[config.mk]
export PLATFORM = sky130hd
export DESIGN_NAME = sal_dfi_cmd_decoder
export DESIGN_NICKNAME = d
export VERILOG_FILES = /design/src/rtl/sal_dfi_cmd_decoder.sv
export SDC_FILE = /design/constraint.sdc
export NUM_CORES = 1
export LEC_CHECK = 0
export ABC_CLOCK_PERIOD_IN_PS = 2620
export CORE_MARGIN = 10
export CORE_UTILIZATION = 38
export DETAILED_ROUTE_END_ITERATION = 8
export HOLD_SLACK_MARGIN = 0.03
export SYNTH_ARGS = -nofsm -noshare
export SYNTH_HDL_FRONTEND = slang
export SYNTH_SLANG_ARGS = --single-unit
[constraint.sdc]
create_clock -name clk -period 2.62 [get_ports clk]
set_input_delay 0.524 -clock clk [delete_from_list [all_inputs] [get_ports clk]]
set_output_delay 0.524 -clock clk [all_outputs]
set_load 0.02 [all_outputs]
[src/rtl/sal_dfi_cmd_decoder.sv]
// DRAM-side DFI command receiver: registers the control bus, decodes commands,
// tracks per-bank state and flags tRCD/tRP/tRFC and bank-state violations.
module sal_dfi_cmd_decoder #(
  parameter int unsigned BA_WIDTH   = 3,
  parameter int unsigned ADDR_WIDTH = 16,
  parameter int unsigned CS_WIDTH   = 1,
  parameter int unsigned T_RCD      = 10,
  parameter int unsigned T_RP       = 10,
  parameter int unsigned T_RFC      = 52
) (
  input  logic                  clk,
  input  logic                  rst_n,
  input  logic                  cke,
  input  logic [CS_WIDTH-1:0]   cs_n,
  input  logic                  ras_n,
  input  logic                  cas_n,
  input  logic                  we_n,
  input  logic [BA_WIDTH-1:0]   ba,
  input  logic [ADDR_WIDTH-1:0] addr,
  output logic                  cmd_valid,
  output logic [2:0]            cmd_type,
  output logic [BA_WIDTH-1:0]   cmd_ba,
  output logic [ADDR_WIDTH-1:0] cmd_addr,
  output logic [(2**BA_WIDTH)-1:0] bank_open,
  output logic                  err_valid,
  output logic [2:0]            err_code,
  output logic                  err_sticky
);

  localparam int unsigned NUM_BANKS  = 2 ** BA_WIDTH;
  localparam int unsigned T_BANK_MAX = (T_RCD > T_RP) ? T_RCD : T_RP;
  localparam int unsigned CNT_W      = $clog2(T_BANK_MAX);
  localparam int unsigned RFC_W      = $clog2(T_RFC);

  localparam logic [2:0] CMD_ACT  = 3'd0;
  localparam logic [2:0] CMD_RD   = 3'd1;
  localparam logic [2:0] CMD_WR   = 3'd2;
  localparam logic [2:0] CMD_PRE  = 3'd3;
  localparam logic [2:0] CMD_PREA = 3'd4;
  localparam logic [2:0] CMD_REF  = 3'd5;
  localparam logic [2:0] CMD_UNS  = 3'd7;

  localparam logic [2:0] ERR_NONE       = 3'd0;
  localparam logic [2:0] ERR_BANK_BUSY  = 3'd1;
  localparam logic [2:0] ERR_NOT_ACTIVE = 3'd2;
  localparam logic [2:0] ERR_REF_IDLE   = 3'd3;
  localparam logic [2:0] ERR_IN_RFC     = 3'd4;
  localparam logic [2:0] ERR_UNSUP      = 3'd5;
  localparam logic [2:0] ERR_CKE_LOW    = 3'd6;

  typedef enum logic [1:0] {IDLE, ACTIVATING, ACTIVE, PRECHARGING} bank_state_e;

  logic                  cke_q, cs_q, ras_q, cas_q, we_q;
  logic [BA_WIDTH-1:0]   ba_q;
  logic [ADDR_WIDTH-1:0] addr_q;

  bank_state_e state_q [NUM_BANKS];
  bank_state_e state_d [NUM_BANKS];
  bank_state_e eff     [NUM_BANKS];
  logic [CNT_W-1:0] cnt_q [NUM_BANKS];
  logic [CNT_W-1:0] cnt_d [NUM_BANKS];
  logic [RFC_W-1:0] rfc_q, rfc_d;

  logic is_act, is_rd, is_wr, is_pre, is_prea, is_ref, is_uns, dec_valid, legal, any_busy;
  logic [2:0] dec_type, code_d;
  logic [NUM_BANKS-1:0] open_d;

  // Stage 1: capture the DFI bus; reset leaves a DESELECT in place
  always_ff @(posedge clk or negedge rst_n) begin
    if (!rst_n) begin
      cke_q  <= 1'b1;
      cs_q   <= 1'b1;
      ras_q  <= 1'b1;
      cas_q  <= 1'b1;
      we_q   <= 1'b1;
      ba_q   <= '0;
      addr_q <= '0;
    end else begin
      cke_q  <= cke;
      cs_q   <= cs_n[0];
      ras_q  <= ras_n;
      cas_q  <= cas_n;
      we_q   <= we_n;
      ba_q   <= ba;
      addr_q <= addr;
    end
  end

  always_comb begin
    is_act  = 1'b0;
    is_rd   = 1'b0;
    is_wr   = 1'b0;
    is_pre  = 1'b0;
    is_prea = 1'b0;
    is_ref  = 1'b0;
    is_uns  = 1'b0;
    if (!cs_q) begin
      case ({ras_q, cas_q, we_q})
        3'b111:  ;
        3'b011:  is_act = 1'b1;
        3'b101:  is_rd  = 1'b1;
        3'b100:  is_wr  = 1'b1;
        3'b001:  is_ref = 1'b1;
        3'b010:  begin
          is_prea = addr_q[10];
          is_pre  = !addr_q[10];
        end
        default: is_uns = 1'b1;
      endcase
    end
    dec_valid = is_act | is_rd | is_wr | is_pre | is_prea | is_ref | is_uns;
    dec_type  = is_act  ? CMD_ACT  :
                is_rd   ? CMD_RD   :
                is_wr   ? CMD_WR   :
                is_pre  ? CMD_PRE  :
                is_prea ? CMD_PREA :
                is_ref  ? CMD_REF  :
                is_uns  ? CMD_UNS  : CMD_ACT;
  end

  // A counter that has reached 0 means the bank has already completed its transition
  always_comb begin
    any_busy = 1'b0;
    for (int unsigned b = 0; b < NUM_BANKS; b++) begin
      eff[b] = state_q[b];
      if (state_q[b] == ACTIVATING && cnt_q[b] == '0) eff[b] = ACTIVE;
      if (state_q[b] == PRECHARGING && cnt_q[b] == '0) eff[b] = IDLE;
      if (eff[b] != IDLE) any_busy = 1'b1;
    end
  end

  always_comb begin
    code_d = ERR_NONE;
    if (dec_valid && !cke_q)                          code_d = ERR_CKE_LOW;
    else if (is_uns)                                  code_d = ERR_UNSUP;
    else if (dec_valid && rfc_q != '0)                code_d = ERR_IN_RFC;
    else if (is_act && eff[ba_q] != IDLE)             code_d = ERR_BANK_BUSY;
    else if ((is_rd || is_wr) && eff[ba_q] != ACTIVE) code_d = ERR_NOT_ACTIVE;
    else if (is_ref && any_busy)                      code_d = ERR_REF_IDLE;
    legal = dec_valid && (code_d == ERR_NONE);
  end

  // Next-state: timers always count down; only legal commands move banks or load timers
  always_comb begin
    rfc_d = (rfc_q != '0) ? rfc_q - RFC_W'(1) : rfc_q;
    if (legal && is_ref) rfc_d = RFC_W'(T_RFC - 1);
    for (int unsigned b = 0; b < NUM_BANKS; b++) begin
      state_d[b] = eff[b];
      cnt_d[b]   = (cnt_q[b] != '0) ? cnt_q[b] - CNT_W'(1) : cnt_q[b];
      if (legal && is_act && ba_q == BA_WIDTH'(b)) begin
        state_d[b] = ACTIVATING;
        cnt_d[b]   = CNT_W'(T_RCD - 1);
      end
      if (legal && (is_prea || (is_pre && ba_q == BA_WIDTH'(b))) &&
          (eff[b] == ACTIVATING || eff[b] == ACTIVE)) begin
        state_d[b] = PRECHARGING;
        cnt_d[b]   = CNT_W'(T_RP - 1);
      end
      open_d[b] = (state_d[b] == ACTIVATING) || (state_d[b] == ACTIVE);
    end
  end

  always_ff @(posedge clk or negedge rst_n) begin
    if (!rst_n) begin
      for (int unsigned b = 0; b < NUM_BANKS; b++) begin
        state_q[b] <= IDLE;
        cnt_q[b]   <= '0;
      end
      rfc_q <= '0;
    end else begin
      for (int unsigned b = 0; b < NUM_BANKS; b++) begin
        state_q[b] <= state_d[b];
        cnt_q[b]   <= cnt_d[b];
      end
      rfc_q <= rfc_d;
    end
  end

  // Stage 2 outputs; bank and address are suppressed for bankless commands
  always_ff @(posedge clk or negedge rst_n) begin
    if (!rst_n) begin
      cmd_valid  <= 1'b0;
      cmd_type   <= '0;
      cmd_ba     <= '0;
      cmd_addr   <= '0;
      bank_open  <= '0;
      err_valid  <= 1'b0;
      err_code   <= '0;
      err_sticky <= 1'b0;
    end else begin
      cmd_valid  <= dec_valid;
      cmd_type   <= dec_type;
      cmd_ba     <= (dec_valid && !is_ref && !is_prea) ? ba_q : '0;
      cmd_addr   <= (dec_valid && !is_ref && !is_prea) ? addr_q : '0;
      bank_open  <= open_d;
      err_valid  <= (code_d != ERR_NONE);
      err_code   <= code_d;
      err_sticky <= err_sticky | (code_d != ERR_NONE);
    end
  end

endmodule

==> key figures <==
Timing
  – Max frequency: 350 MHz
  – Final setup fails: 48
  – Crit path time final: 2.86 ns
  – Worst setup margin: -0.235 ns
  – Final Hold Vio Count: 0
  – Relative slew slack: 53.5%
  – Pins Over Slew Limit: 0
  – Setup TNS: -6.15 ns
  – RSZ-0062 raised after global routing: yes
  – Worst slew pin tran: 0.692 ns
  – Worst Skew: 0.0143 ns
  – Final Cycle Share: 109%
  – Min Hold Slack: about 0.10 ns

Logic synthesis
  – Post-synth top area share: between 40 and 50%
  – Top post-synthesis cells by area: dfrtp_1 50%, ha_1 4.1%, nand2_1 3.6%, and2_1 2.7%, dfstp_2 2.4%
  – Syn_nets: about 560
  – Ys flop type: dfrtp_1
  – Post-synth EDFFs: 0
  – Adder-cell area share of the yosys netlist: under 10%
  – Mapped Cells: 512
  – Simple logic cell fraction of the synthesized area: between 20% and 30%
  – Seq/Total Area, Yosys: 52.3%
  – Synth Area in XOR/XNOR: under 10%
  – Top cell type by total area after synthesis: dfrtp_1
  – Multiplexer share of the synthesized area: approximately 3%
  – Synth unique cells: slightly above 60
  – Mapped Area: between 5000 and 6000 um2
  – Largest family of logic cells by synthesized area: simple AND/OR/NAND/NOR gates
  – Seq cells post-synth: approximately 110
  – Post-Syn Area per Cell: around 11 um2
  – Post-synthesis compound-gate area fraction: between 10% and 20%
  – Ys async rst share: between 90% and 100%
  – Ys Warns: 0

Global route
  – All-Layer GR Usage: roughly 14%
  – Gr ovfl total: 0
  – Initial antenna violation count: 0
  – Largest net degree at the start of global routing: 46
  – First-pass GRT wire length: about 22000 um
  – Vias in the first global route: 4581

Placed design
  – IO buf count: 61
  – HPWL Detailed: ~9400 um
  – Area of placed instances: a little under 7000 um2
  – Gp weighted congestion: 0.878
  – Dpl cells: ~810

Power and ir drop
  – Switching Fraction: about a third
  – Seq pwr share: between 30% and 40%
  – Comb pwr share: about 40%
  – VDD IR max: between 0.4 and 0.5 mV
  – P_int: between 5 and 6 mW
  – Clock share of power: between 20 and 30%
  – Pwr/cell area: around 1000 nW/um2
  – Lkg Pwr: about 3.6 nW
  – NetSw: between 2 and 3 mW

Cells and area
  – Fill count: approximately 1.2k
  – Layout cells sized above 1: roughly 30%
  – Diode count: 0
  – Non-filler instance count after layout: roughly 860
  – Post-layout nets: ~700
  – Area growth syn-to-layout: 44.2%
  – Final Cell Area: about 7900 um2

Setup path
  – Max FO, Critical Path: 6
  – Crit end category: flip-flop
  – Worst Path Required: 2.92 ns
  – Crit start category: flip-flop
  – Critical Path AT: ~3.2 ns
  – WS Path Type: flip-flop to flip-flop

Drt
  – DRC: 0
  – Vias: 4350
  – DR pass1 iterations: 4
  – Total Wirelength: roughly 13000 um
  – Via density: roughly 5
  – DRT antenna net count: 0
  – Starting DRT DRC Count: approximately 220
  – WL per Instance: 15.5 um

Floorplanning
  – IO Count: 62
  – Die X: around 140 um
  – Initial Util: 39.0%
  – FP Rows: 43
  – Core Box Area: 14000 um2
  – Die H: between 100 and 150 um
  – Die ar.: 19600 um2

Clock network
  – Hold buffer count at cts: 0
  – Clock sink total: around 110
  – Clk buf depth: 2
  – Root Buffer: clkbuf_16
  – Clock-pin slew on the worst setup and hold paths: approximately 0.060 ns
  – CTS tree: done
  – Worst-skew pair later-pin latency: 0.42 ns
  – Total CTS buffers: 17
  – H-tree levels: 4

Status
  – Outcome: finished, violations left
  – Failing checks: setup timing

Job
  – Max cap viols: 0

Worst hold path
  – Worst hold path type: input port to asynchronous set/reset pin
## sequential cells by signal, summed over array words and instances (netlist names)
name	flops
cmd_addr	16
we_q	1
cs_q	1
bank_open	8
cmd_type	3
err_valid	1
err_code	3
addr_q	16
ras_q	1
rfc_q	6
cke_q	1
ba_q	3
err_sticky	1
cnt_q	32
cas_q	1
state_q	16
cmd_ba	3
cmd_valid	1
## cells in the mapped netlist (all sizes together) (3+ instances only)
cell	n
dfrtp	109
nand2	53
inv	32
and2	26
clkbuf	18
ha	18
nand3	18
nor2	18
a21oi	17
nor3	17
o21ai	16
xnor2	15
mux2i	12
nand2b	9
nor4bb	9
o211ai	9
or3	9
nor3b	8
a21boi	7
or3b	7
o211a	6
dfstp	5
nand3b	5
nor4	5
nor4b	5
o21bai	5
a211oi	4
and3	4
nand4	4
nor2b	4
xor2	4
and4bb	3
buf	3
o31ai	3
or2	3
## layout make-up
cell class	count	area (um2)	area share (%)
Clock buffer	19	453	5.75
Clock inverter	13	151	1.92
Sequential cell	114	2860	36.3
Timing Repair Buffer	153	1350	17.1
Inverter	32	120	1.53
Multi-Input combinational cell	345	2720	34.5
Tap cell	180	225	2.86
## stage by stage
step,power (mW),setup WS [ns],utilization (%)
final,8.21,-0.235,56.3
after global routing,8.82,-0.294,56.3
after CTS,8.12,-0.210,55.0
after detailed placement,5.63,-0.249,49.6
after global placement,5.54,-0.166,49.6
after floorplan,4.45,-0.109,-
## worst max-delay path, cell delays in order (launching register included)
cell and delay, ns:
dfrtp_1 0.38, inv_1 0.07, ha_2 0.18, or3b_4 0.38
and2_4 0.15, mux4_2 0.50, a2111oi_4 0.34, a221o_2 0.31
buf_12 0.16, nand3_4 0.09, a21boi_2 0.17
## cells by family (layout without fill, tap and decap cells)
kind of cell / count (synthesis) / count (layout)
adders and majority gates: 18 / 18
xor gates and xnor gates: 19 / 19
and+or+nand+nor: 212 / 212
muxes: 15 / 15
buffers and inverters: 53 / 217
AOI/OAI and AO/OA: 81 / 81
DFF: 114 / 114
## power by group through the flow
stage / Clock (mW) / Combinational (mW) / Sequential [mW]
6_report: 2.33 / 3.22 / 2.67
5_1_grt: 2.48 / 3.60 / 2.74
4_1_cts: 2.38 / 3.07 / 2.66
3_5_place_dp: 0 / 2.95 / 2.69
3_3_place_gp: 0 / 2.87 / 2.66
2_1_floorplan: 0 / 1.73 / 2.71
## layout by cell type (no fill, tap or decap), types with 4 or more instances in the layout
| cell type | Yosys | final |
|---|---|---|
| nor4b_1 | 4 | 4 |
| a21oi_1 | 17 | 16 |
| clkdlybuf4s50_1 | 0 | 60 |
| nand3_1 | 12 | 8 |
| or3_1 | 9 | 9 |
| nand2_1 | 53 | 37 |
| o21ai_0 | 15 | 14 |
| nand2_2 | 0 | 16 |
| or3b_2 | 5 | 4 |
| buf_4 | 0 | 87 |
| dfrtp_1 | 109 | 109 |
| clkinv_4 | 0 | 4 |
| nor2b_1 | 4 | 4 |
| nor3_1 | 17 | 16 |
| nand3b_1 | 5 | 5 |
| and3_1 | 4 | 4 |
| ha_1 | 18 | 15 |
| clkinvlp_4 | 0 | 4 |
| nand2b_1 | 9 | 9 |
| xnor2_1 | 14 | 14 |
| nor4bb_4 | 0 | 5 |
| nor2_1 | 18 | 18 |
| nor4bb_1 | 9 | 4 |
| inv_1 | 32 | 32 |
| o211ai_1 | 9 | 9 |
| nor3b_1 | 8 | 5 |
| xor2_1 | 4 | 4 |
| o211a_1 | 6 | 6 |
| nand3_4 | 0 | 8 |
| mux2i_1 | 12 | 12 |
| and2_1 | 24 | 21 |
| clkbuf_16 | 0 | 17 |
| nand4_1 | 4 | 4 |
| and2_4 | 2 | 5 |
| dfstp_2 | 5 | 5 |
| o21bai_1 | 5 | 5 |
## path summary, 6_finish.rpt
path	start	to	slack (ns)	cells after the start
max in group asynchronous	rst_n	cmd_ba[0]$_DFF_PN0_	1.83	2
min	rst_n	cnt_q[18]$_DFFE_PN0P_	0.10	1
min reg2reg	addr_q[13]$_DFF_PN0_	cmd_addr[13]$_DFF_PN0_	0.45	1
max	cnt_q[21]$_DFFE_PN0P_	cnt_q[18]$_DFFE_PN0P_	-0.24	10
min in group clk	addr_q[13]$_DFF_PN0_	cmd_addr[13]$_DFF_PN0_	0.45	1
max reg2reg	cnt_q[21]$_DFFE_PN0P_	cnt_q[18]$_DFFE_PN0P_	-0.24	10
## metal layers
| metal | GRT usage (%) | vias to the layer above | wire length, um |
|---|---|---|---|
| met1 | 16.4 | 2142 | 5890 |
| met5 | 0 | - | 0 |
| met3 | 5.14 | 23 | 700 |
| met4 | 6.63 | 0 | 299 |
| li1 | - | 2099 | - |
| met2 | 22.3 | 86 | 6380 |
## what timing repair did
action | CTS | global route
pin swaps | 10 | 10
buffers inserted | 7 | 8
endpoints found under the setup margin | 50 | 63
resized for setup | 23 | 29
Power figures use the tool's default switching activity.
